===== config.mk =====
export PLATFORM = sky130hd
export DESIGN_NAME = id_ex_stage
export DESIGN_NICKNAME = d
export VERILOG_FILES = /design/src/rtl/core_pkg.sv /design/src/rtl/load_use_detect.sv /design/src/rtl/id_ex_stage.sv
export SDC_FILE = /design/constraint.sdc
export NUM_CORES = 1
export LEC_CHECK = 0
export ABC_CLOCK_PERIOD_IN_PS = 3100
export CAP_MARGIN = 30
export CORE_MARGIN = 5
export CORE_UTILIZATION = 30
export CTS_CLUSTER_DIAMETER = 120
export DETAILED_ROUTE_END_ITERATION = 10
export PLACE_DENSITY_LB_ADDON = 0.2
export REMOVE_ABC_BUFFERS = 1
export SYNTH_ARGS = -nofsm -noshare
export SYNTH_HDL_FRONTEND = slang
export SYNTH_SLANG_ARGS = --single-unit

===== constraint.sdc =====
create_clock -name clk -period 3.1 [get_ports clk]
set_input_delay 0.62 -clock clk [delete_from_list [all_inputs] [get_ports clk]]
set_output_delay 0.62 -clock clk [all_outputs]
set_load 0.05 [all_outputs]

===== src/rtl/core_pkg.sv =====
// Shared types and constants for the RV32I 5-stage core.
// ctrl_t field order (MSB first) is the decode-to-execute control bundle layout.
package core_pkg;

   typedef struct packed {
      logic       reg_write;
      logic       mem_read;
      logic       mem_write;
      logic       mem_to_reg;
      logic       branch;
      logic       alu_src;
      logic [1:0] alu_op;
      logic       valid;
   } ctrl_t;

   localparam logic [1:0] ALUOP_LDST = 2'b00;
   localparam logic [1:0] ALUOP_BR   = 2'b01;
   localparam logic [1:0] ALUOP_R    = 2'b10;
   localparam logic [1:0] ALUOP_I    = 2'b11;

   localparam ctrl_t CTRL_BUBBLE = '0;

endpackage


===== src/rtl/load_use_detect.sv =====
// Combinational load-use hazard detect: a valid load in EX whose destination
// matches either source index of the valid instruction in ID (x0 never matches).
module load_use_detect (
   input  logic       ex_mem_read,
   input  logic       ex_valid,
   input  logic [4:0] ex_rd,
   input  logic [4:0] id_rs1,
   input  logic [4:0] id_rs2,
   input  logic       id_valid,
   output logic       luh
);

   assign luh = ex_mem_read & ex_valid & (ex_rd != 5'd0)
              & ((ex_rd == id_rs1) | (ex_rd == id_rs2)) & id_valid;

endmodule


===== src/rtl/id_ex_stage.sv =====
// ID/EX pipeline register with load-use stall, branch flush, global hold,
// and saturating stall/flush event counters.
module id_ex_stage
   import core_pkg::*;
#(
   parameter int XLEN  = 32,
   parameter int CNT_W = 16
) (
   input  logic             clk,
   input  logic             rst_n,
   input  logic [XLEN-1:0]  id_pc,
   input  logic [XLEN-1:0]  id_rs1_data,
   input  logic [XLEN-1:0]  id_rs2_data,
   input  logic [XLEN-1:0]  id_imm,
   input  logic [4:0]       id_rs1,
   input  logic [4:0]       id_rs2,
   input  logic [4:0]       id_rd,
   input  logic [2:0]       id_funct3,
   input  logic             id_funct7b5,
   input  ctrl_t            id_ctrl,
   input  logic             flush,
   input  logic             hold,
   output logic [XLEN-1:0]  ex_pc,
   output logic [XLEN-1:0]  ex_rs1_data,
   output logic [XLEN-1:0]  ex_rs2_data,
   output logic [XLEN-1:0]  ex_imm,
   output logic [4:0]       ex_rs1,
   output logic [4:0]       ex_rs2,
   output logic [4:0]       ex_rd,
   output logic [2:0]       ex_funct3,
   output logic             ex_funct7b5,
   output ctrl_t            ex_ctrl,
   output logic             pc_write,
   output logic             if_id_write,
   output logic [CNT_W-1:0] stall_cnt,
   output logic [CNT_W-1:0] flush_cnt
);

   logic luh;
   logic bubble;

   function automatic logic [CNT_W-1:0] sat_inc(input logic [CNT_W-1:0] v);
      return (&v) ? v : v + {{(CNT_W-1){1'b0}}, 1'b1};
   endfunction

   load_use_detect u_load_use_detect (
      .ex_mem_read (ex_ctrl.mem_read),
      .ex_valid    (ex_ctrl.valid),
      .ex_rd       (ex_rd),
      .id_rs1      (id_rs1),
      .id_rs2      (id_rs2),
      .id_valid    (id_ctrl.valid),
      .luh         (luh)
   );

   // A flush squashes the dependent instruction, so it must not also stall fetch.
   assign bubble      = flush | luh;
   assign pc_write    = ~(hold | (luh & ~flush));
   assign if_id_write = pc_write;

   // ID -> EX boundary
   always_ff @(posedge clk or negedge rst_n) begin
      if (!rst_n) begin
         ex_pc       <= '0;
         ex_rs1_data <= '0;
         ex_rs2_data <= '0;
         ex_imm      <= '0;
         ex_rs1      <= '0;
         ex_rs2      <= '0;
         ex_rd       <= '0;
         ex_funct3   <= '0;
         ex_funct7b5 <= 1'b0;
         ex_ctrl     <= CTRL_BUBBLE;
         stall_cnt   <= '0;
         flush_cnt   <= '0;
      end else if (!hold) begin
         ex_pc       <= id_pc;
         ex_rs1_data <= id_rs1_data;
         ex_rs2_data <= id_rs2_data;
         ex_imm      <= id_imm;
         ex_rs1      <= id_rs1;
         ex_rs2      <= id_rs2;
         ex_rd       <= id_rd;
         ex_funct3   <= id_funct3;
         ex_funct7b5 <= id_funct7b5;
         ex_ctrl     <= bubble ? CTRL_BUBBLE : id_ctrl;
         if (flush)
            flush_cnt <= sat_inc(flush_cnt);
         else if (luh)
            stall_cnt <= sat_inc(stall_cnt);
      end
   end

endmodule


Word level (Yosys, flattened, before mapping) --
Index checks and enable logic that the tools add are counted.
Cells by class: add/sub/neg operators 2, eq/ne operators 2, mux-type cells 1, bitwise logic cells 13, reductions and logical operators 5
Operator list (count):
- adder 16 x 1 -> 16 bit, second input constant | 2
- AND reduction 16 bit | 2
- == test 5 bit | 2
- two-way mux 9 bit | 1
- AND 1 bit | 5
- inverter 1 bit | 5
- nonzero test 5 bit | 1
- AND reduction 4 bit | 1
- OR 1 bit | 3
- AND reduction 3 bit | 1
Storage, ports and cells: register bits after elaboration 188, output and inout port bits 190, logic and storage cells 42

Logic depth before layout (Yosys ltp) --
Gate-level depths: netlist (run 1).
depth in word-level cells 7, depth in mapped cells 6, depth with buffers taken out 6

Cells and area by module --
A second synthesis (run 1) with hierarchy kept.
Second synthesis, totals: cell total of the unflattened synthesis 497, area, all modules 7548.5 um2
Modules (own cells, without submodules):
- id_ex_stage | instances 1, cells an instance 480, area each 7419.6 um2, sequential area each 4704.5 um2
- load_use_detect | instances 1, cells an instance 17, area each 128.9 um2, sequential area each 0.0 um2

Least setup slack after synthesis (run 1) --
Ideal clock, no wire load.
path kind register to output, start reg ex_rd[0], end out pc_write, arrival 2.734 ns, path slack -0.254 ns, stages on the path, launching flop included 5, cell sequence dfrtp_1 > or4_4 > o2111a_2 > a31oi_1 > buf_4
Between the ends: longest elaborated chain between the ends 7
Ends and longest elaborated chain:
- from (decl) | line id_ex_stage.sv:29 | output logic [4:0] ex_rd,
- from (signal assigned) | line id_ex_stage.sv:83 | ex_rd <= id_rd;
- == test 5 bit / nonzero test 5 bit (equally long branches) | line load_use_detect.sv:14, load_use_detect.sv:13
- OR 1 bit / AND 1 bit (equally long branches) | line load_use_detect.sv:14, load_use_detect.sv:13
- AND 1 bit * (2 in a row) | line load_use_detect.sv:14 | & ((ex_rd == id_rs1) | (ex_rd == id_rs2)) & id_valid;
- AND 1 bit * | line id_ex_stage.sv:58 | assign pc_write = ~(hold | (luh & ~flush));
- OR 1 bit * | line id_ex_stage.sv:58
- inverter 1 bit * | line id_ex_stage.sv:58
- to (decl) | line id_ex_stage.sv:33 | output logic pc_write,
Every way passes the cells marked *; elsewhere a longest branch is shown, timed or not.

Final worst setup path (run 1) --
start reg ex_rd[0], end out if_id_write
Between the ends: longest elaborated chain between the ends 7
Ends and longest elaborated chain:
- == test 5 bit / nonzero test 5 bit (equally long branches) | line load_use_detect.sv:14, load_use_detect.sv:13
- OR 1 bit / AND 1 bit (equally long branches) | line load_use_detect.sv:14, load_use_detect.sv:13
- AND 1 bit * (2 in a row) | line load_use_detect.sv:14
- AND 1 bit * | line id_ex_stage.sv:58
- OR 1 bit * | line id_ex_stage.sv:58
- inverter 1 bit * | line id_ex_stage.sv:58
- to (decl) | line id_ex_stage.sv:34 | output logic if_id_write,
Marks and branches as above.

==> impl_metrics.csv, run 1 <==
group,metric,value,unit
final_layout,final_nets,1013,
clocking,cts_buffer_depth,2,
final_layout,fillCellCount,2237,
sta,rsz0062_at_grt,"no",
synthesis,netlist_top_cells_count,"dfrtp_1, mux2_2, xnor2_1",
die,die_w,168,um
synthesis,yosys_register_bits,188,
placement,gp_congestion,0.747,
power_and_ir_drop,power.leakage,4.86,nW
placement,place_area,11400,um2
placement,hpwl,16.3,mm
sta,finalSetupViolations,0,
clocking,postCtsHoldBufs,0,
sta,slew_headroom,59.4,%
synthesis,synth_warnings,0,
die,dieHeight,168,um
global_routing,grt_overflow_total,0,
synthesis,synth_edf_count,0,
synthesis,async_flop_share,100,%
synthesis,yosys-top-cells-area,"dfrtp_1, mux2_2, xnor2_1",
final_layout,areaGrowthSynthToFinish,59.5,%
power_and_ir_drop,ir_worst_vdd,0.000274,V
die,num_rows,58,
run_status,status,"finished clean",
sta,tightest_slew,608,ps
critical_path,start_kind,"flip-flop",
synthesis,synthCells,499,
drt,wl_per_cell,18.2,um
die,io_pins,350,
final_layout,design_area,12000,um2
clocking,h-tree-depth,4,
synthesis,ys_dominant_reg_cell,"dfrtp_1",
final_layout,drive_gt1_share,23.5,%
final_layout,antenna_cells,0,
synthesis,syn_area,7520,um2
drt,wl,21.8,mm
synthesis,avgSynthCellArea,15.1,um2
clocking,cts_tree,"built",
critical_path,cp.required,2480,ps
sta,finalHoldViolations,0,
critical_path,path_max_fanout,6,
placement,io_buffers,349,
clocking,clk_pin_slew_worst_paths,70,ps
sta,finalMaxSlewViolations,0,
synthesis,ys_seq_area_share,62.6,%
critical_path,arrival,2270,ps
drt,drc_errors,0,
drt,dr_total_vias,5369,
global_routing,antenna_found_initial,1,
synthesis,synth_cell_types,37,
die,core,24900,um2
sta,min_period_over_period,93.4,%
power_and_ir_drop,powerDensity,588,nW/um2
global_routing,grt_max_degree,100,
drt,antenna_left,0,
job,maxCapViolCount,0,
clocking,clockRootBuffer,"clkbuf_16",
clocking,postCtsSetupBuffers,0,
global_routing,grt_pass1_wl,34.2,mm
synthesis,netlist.area_leader.share,62.6,%
die,die_area,28300,um2
die,start_util,30.2,%
global_routing,grt_use_total,15.3,%
sta,fin_setup_tns,0,ps
drt,vias_per_cell,4.50,
sta,fin_worst_skew,5.95,ps
clocking,numCtsBuffers,17,
clocking,post_cts_resized,0,
drt,dr.pass1.iters,4,
synthesis,yosys.area.top_type,"dfrtp_1",
global_routing,grt_pass1_vias,5961,
critical_path,critPathCaptureType,"output pin",
min_path,hold_class,"in2async",
clocking,numClockSinks,188,
placement,dp_cells,1162,
final_layout,fin_cells,1194,
clocking,clkLatencyLatePin,420,ps
drt,drtIter0Drc,176,
sta,fin_crit,2890,ps
sta,clock.fmax,345,MHz
critical_path,path_class,"reg2out",
synthesis,yosysMostFrequentCell,"dfrtp_1",
[critical path, cell delays in order, from the launching register on]
cell and delay [ps]:
dfrtp_1 450, or4_4 580, o2111a_2 320, a31oi_1 270, buf_4 250
[logic make-up after synthesis]
logic type | Yosys count | synth area share (%)
adders and majority gates | 2 | 0.333
and+or+nand+nor | 79 | 6.36
muxes | 149 | 22.3
xor gates and xnor gates | 39 | 4.54
DFF | 188 | 62.6
buffers and inverters | 26 | 1.65
AOI/OAI and AO/OA | 16 | 2.20
[area by class of cell]
class                           instances  area, um2  share of cell area (%)
Multi-Input combinational cell        285       2690                    22.4
Timing Repair Buffer                  357       3590                    30.0
Sequential cell                       188       4700                    39.3
Clock inverter                         14        153                    1.27
Tap cell                              330        413                    3.45
Inverter                                2       7.51                  0.0626
Clock buffer                           18        429                    3.58
[metal layers]
layer | GRT usage [%] | wire, um | part of all wire (%)
met1 | 17.9 | 8620 | 40
met2 | 24.9 | 10400 | 48
met3 | 7.84 | 2490 | 11
met4 | 4.23 | 267 | 1.2
met5 | 0 | 20 | 0.092
[registers in the layout, summed over array words and instances (netlist names), 5 cells and up]
signal       flops
stall_cnt       16
ex_rs1           5
ex_rs2_data     32
ex_rs2           5
flush_cnt       16
ex_ctrl          9
ex_rd            5
ex_imm          32
ex_pc           32
ex_rs1_data     32
[path summary, 6_finish.rpt]
check | depth (start not counted) | endpoint | slack, ps | start
worst min register to register | 1 | ex_ctrl[4] | 490 | ex_ctrl[4]
max in group asynchronous | 2 | ex_rs2_data[1] | 2130 | rst_n
min in group clk | 1 | ex_ctrl[4] | 490 | ex_ctrl[4]
worst min-delay path | 1 | ex_rd[1] | 190 | rst_n
worst max register to register | 5 | stall_cnt[1] | 1100 | ex_rd[0]
worst max-delay path | 4 | if_id_write | 210 | ex_rd[0]
[cells in the final DEF (no fill, tap or decap), types with 6 or more instances in the layout]
| master | count |
|---|---|
| a32o_1 | 9 |
| nor2_1 | 8 |
| nand3_1 | 14 |
| xnor2_1 | 34 |
| clkdlybuf4s50_1 | 345 |
| and4_1 | 6 |
| nand2_1 | 11 |
| mux2_2 | 148 |
| clkbuf_16 | 17 |
| dfrtp_1 | 188 |
| and3_1 | 8 |
| buf_4 | 7 |
| nand4_1 | 16 |
[per-stage QoR]
stage / worst slack [ps] / total power, mW / util (%) / hold slack [ps]
finish: 206 / 7.05 / 48.2 / 193
global route: 103 / 7.38 / 48.2 / 216
CTS: 149 / 7.18 / 48.2 / 190
detailed placement: 483 / 4.96 / 45.8 / 482
global placement: 501 / 4.95 / 45.8 / 476
floorplan: -584 / 4.03 / - / 324
[report_power, final]
part | switching (mW) | total (mW) | internal, mW | leakage (nW)
combinational | 1.23 | 2.04 | 0.807 | 2.31
sequential | 0.168 | 2.86 | 2.69 | 2.27
clock | 1.08 | 2.16 | 1.08 | 0.281
total | 2.48 | 7.05 | 4.58 | 4.86
Power figures use the tool's default switching activity.
==> run 2: changes to the inputs <==
--- a/config.mk
+++ b/config.mk
@@ -8,7 +8,7 @@
 export ABC_CLOCK_PERIOD_IN_PS = 3100
 export CAP_MARGIN = 30
 export CORE_MARGIN = 5
-export CORE_UTILIZATION = 30
+export CORE_UTILIZATION = 45
 export CTS_CLUSTER_DIAMETER = 120
 export DETAILED_ROUTE_END_ITERATION = 10
 export PLACE_DENSITY_LB_ADDON = 0.2
==> impl_metrics.csv, run 2 (synthesized netlist as in run 1, its figures left out) <==
group,metric,value,unit
run_status,status,"finished clean",
power_and_ir_drop,ir_worst_vdd,0.000352,V
power_and_ir_drop,powerDensity,608,nW/um2
final_layout,areaGrowthSynthToFinish,58.2,%
placement,dp_cells,1052,
critical_path,cp.required,2480,ps
sta,holdWs,183,ps
clocking,numCtsBuffers,17,
job,maxCapViolCount,0,
min_path,hold_class,"in2async",
global_routing,antenna_found_initial,2,
placement,dp_slack,456,ps
drt,wl_per_cell,20.6,um
critical_path,path_max_fanout,6,
global_routing,grt_pass1_vias,6102,
placement,io_buffers,349,
clocking,cts_buffer_depth,2,
drt,antenna_left,0,
final_layout,layout_commonest_cell,"clkdlybuf4s50_1",
critical_path,arrival,2310,ps
drt,dr.pass1.iters,4,
sta,rsz0062_at_grt,"no",
die,start_util,45.6,%
final_layout,final_cell_mix,"clkdlybuf4s50_1, dfrtp_1, mux2_2",
clocking,h-tree-depth,4,
critical_path,critPathCaptureType,"output pin",
sta,slew_headroom,55.1,%
sta,layout_setup_ws,170,ps
critical_path,r2r_slack,1070,ps
power_and_ir_drop,power,7.23,mW
placement,gp_congestion,0.888,
global_routing,grt_overflow_total,0,
clocking,clkLatencyLatePin,420,ps
sta,tightest_slew,674,ps
die,die_area,19400,um2
global_routing,grt_pass1_wl,34.9,mm
die,num_rows,47,
global_routing,grt_max_degree,104,
die,io_pins,350,
clocking,clockRootBuffer,"clkbuf_16",
power_and_ir_drop,power.leakage,4.88,nW
placement,place_area,11300,um2
clocking,numClockSinks,188,
critical_path,path_class,"reg2out",
die,die_w,139,um
drt,drtIter0Drc,213,
global_routing,grt_use_total,22.9,%
sta,finalHoldViolations,0,
critical_path,worstRegToRegCells,5,
critical_path,start_kind,"flip-flop",
placement,hpwl,17.2,mm
sta,fin_worst_skew,12.0,ps
die,core,16500,um2
final_layout,drive_gt1_share,23.4,%
final_layout,fin_cells,1085,
clocking,cts_tree,"built",
clocking,postCtsSetupBuffers,0,
drt,dr_total_vias,5537,
sta,finalMaxSlewViolations,0,
drt,drc_errors,0,
drt,wl,22.4,mm
clocking,clk_pin_slew_worst_paths,70,ps
clocking,post_cts_resized,0,
clocking,postCtsHoldBufs,0,
sta,finalSetupViolations,0,
sta,min_period_over_period,94.5,%
sta,clock.fmax,341,MHz
final_layout,design_area,11900,um2
die,dieHeight,139,um
final_layout,final_nets,1013,
drt,vias_per_cell,5.10,
sta,fin_crit,2930,ps
==> run 2: cell count changes in the layout (fill, tap and decap cells not counted), sizes merged <==
cell / delta
diode: +2
clkinv: -3
clkbuf: +2
bufinv: +4
inv: -6
clkinvlp: +1
buf: +1
==> run 2: final timing paths <==
path,startpoint,end
worst max-delay path,ex_rd[0],if_id_write
worst max register to register,ex_rd[0],stall_cnt[1]
worst min register to register,ex_ctrl[1],ex_ctrl[1]
worst min-delay path,rst_n,ex_rs1_data[22]
min in group clk,ex_ctrl[1],ex_ctrl[1]
max in group asynchronous,rst_n,ex_rs2_data[29]
==> run 2: through the flow <==
stage	utilization, %	TNS (ps)
floorplan	-	-1170
global placement	68.3	0
detailed placement	68.3	0
CTS	72.2	0
global route	72.2	0
finish	72.2	0
==> run 2: final cells by class <==
cell class | count | area (um2)
fill | 1101 | 4580
tap | 220 | 275
multi-input combinational | 285 | 2690
sequential | 188 | 4700
clock buffer | 21 | 470
inverter | 2 | 7.51
timing repair buffer | 357 | 3580
antenna | 2 | 5.00
clock inverter | 10 | 163
==> run 2: critical path: stages, from the launching register on <==
cell,delay [ps]
dfrtp_1,450
or4_4,570
o2111a_2,330
a31oi_1,280
buf_4,260
==> run 2: per-layer routing <==
metal,global-route usage [%],up-vias,routed length [um]
met5,0,-,0
met4,8.60,0,580
met3,8.30,31,1810
met2,40.0,229,11700
met1,25.6,2777,8310
li1,-,2500,-
==> run 2: power breakdown <==
group          leakage, nW  total, mW  switching (mW)  internal (mW)
sequential            2.27       2.87           0.179           2.69
combinational         2.30       2.04            1.24          0.806
clock                0.306       2.32           0.908           1.41
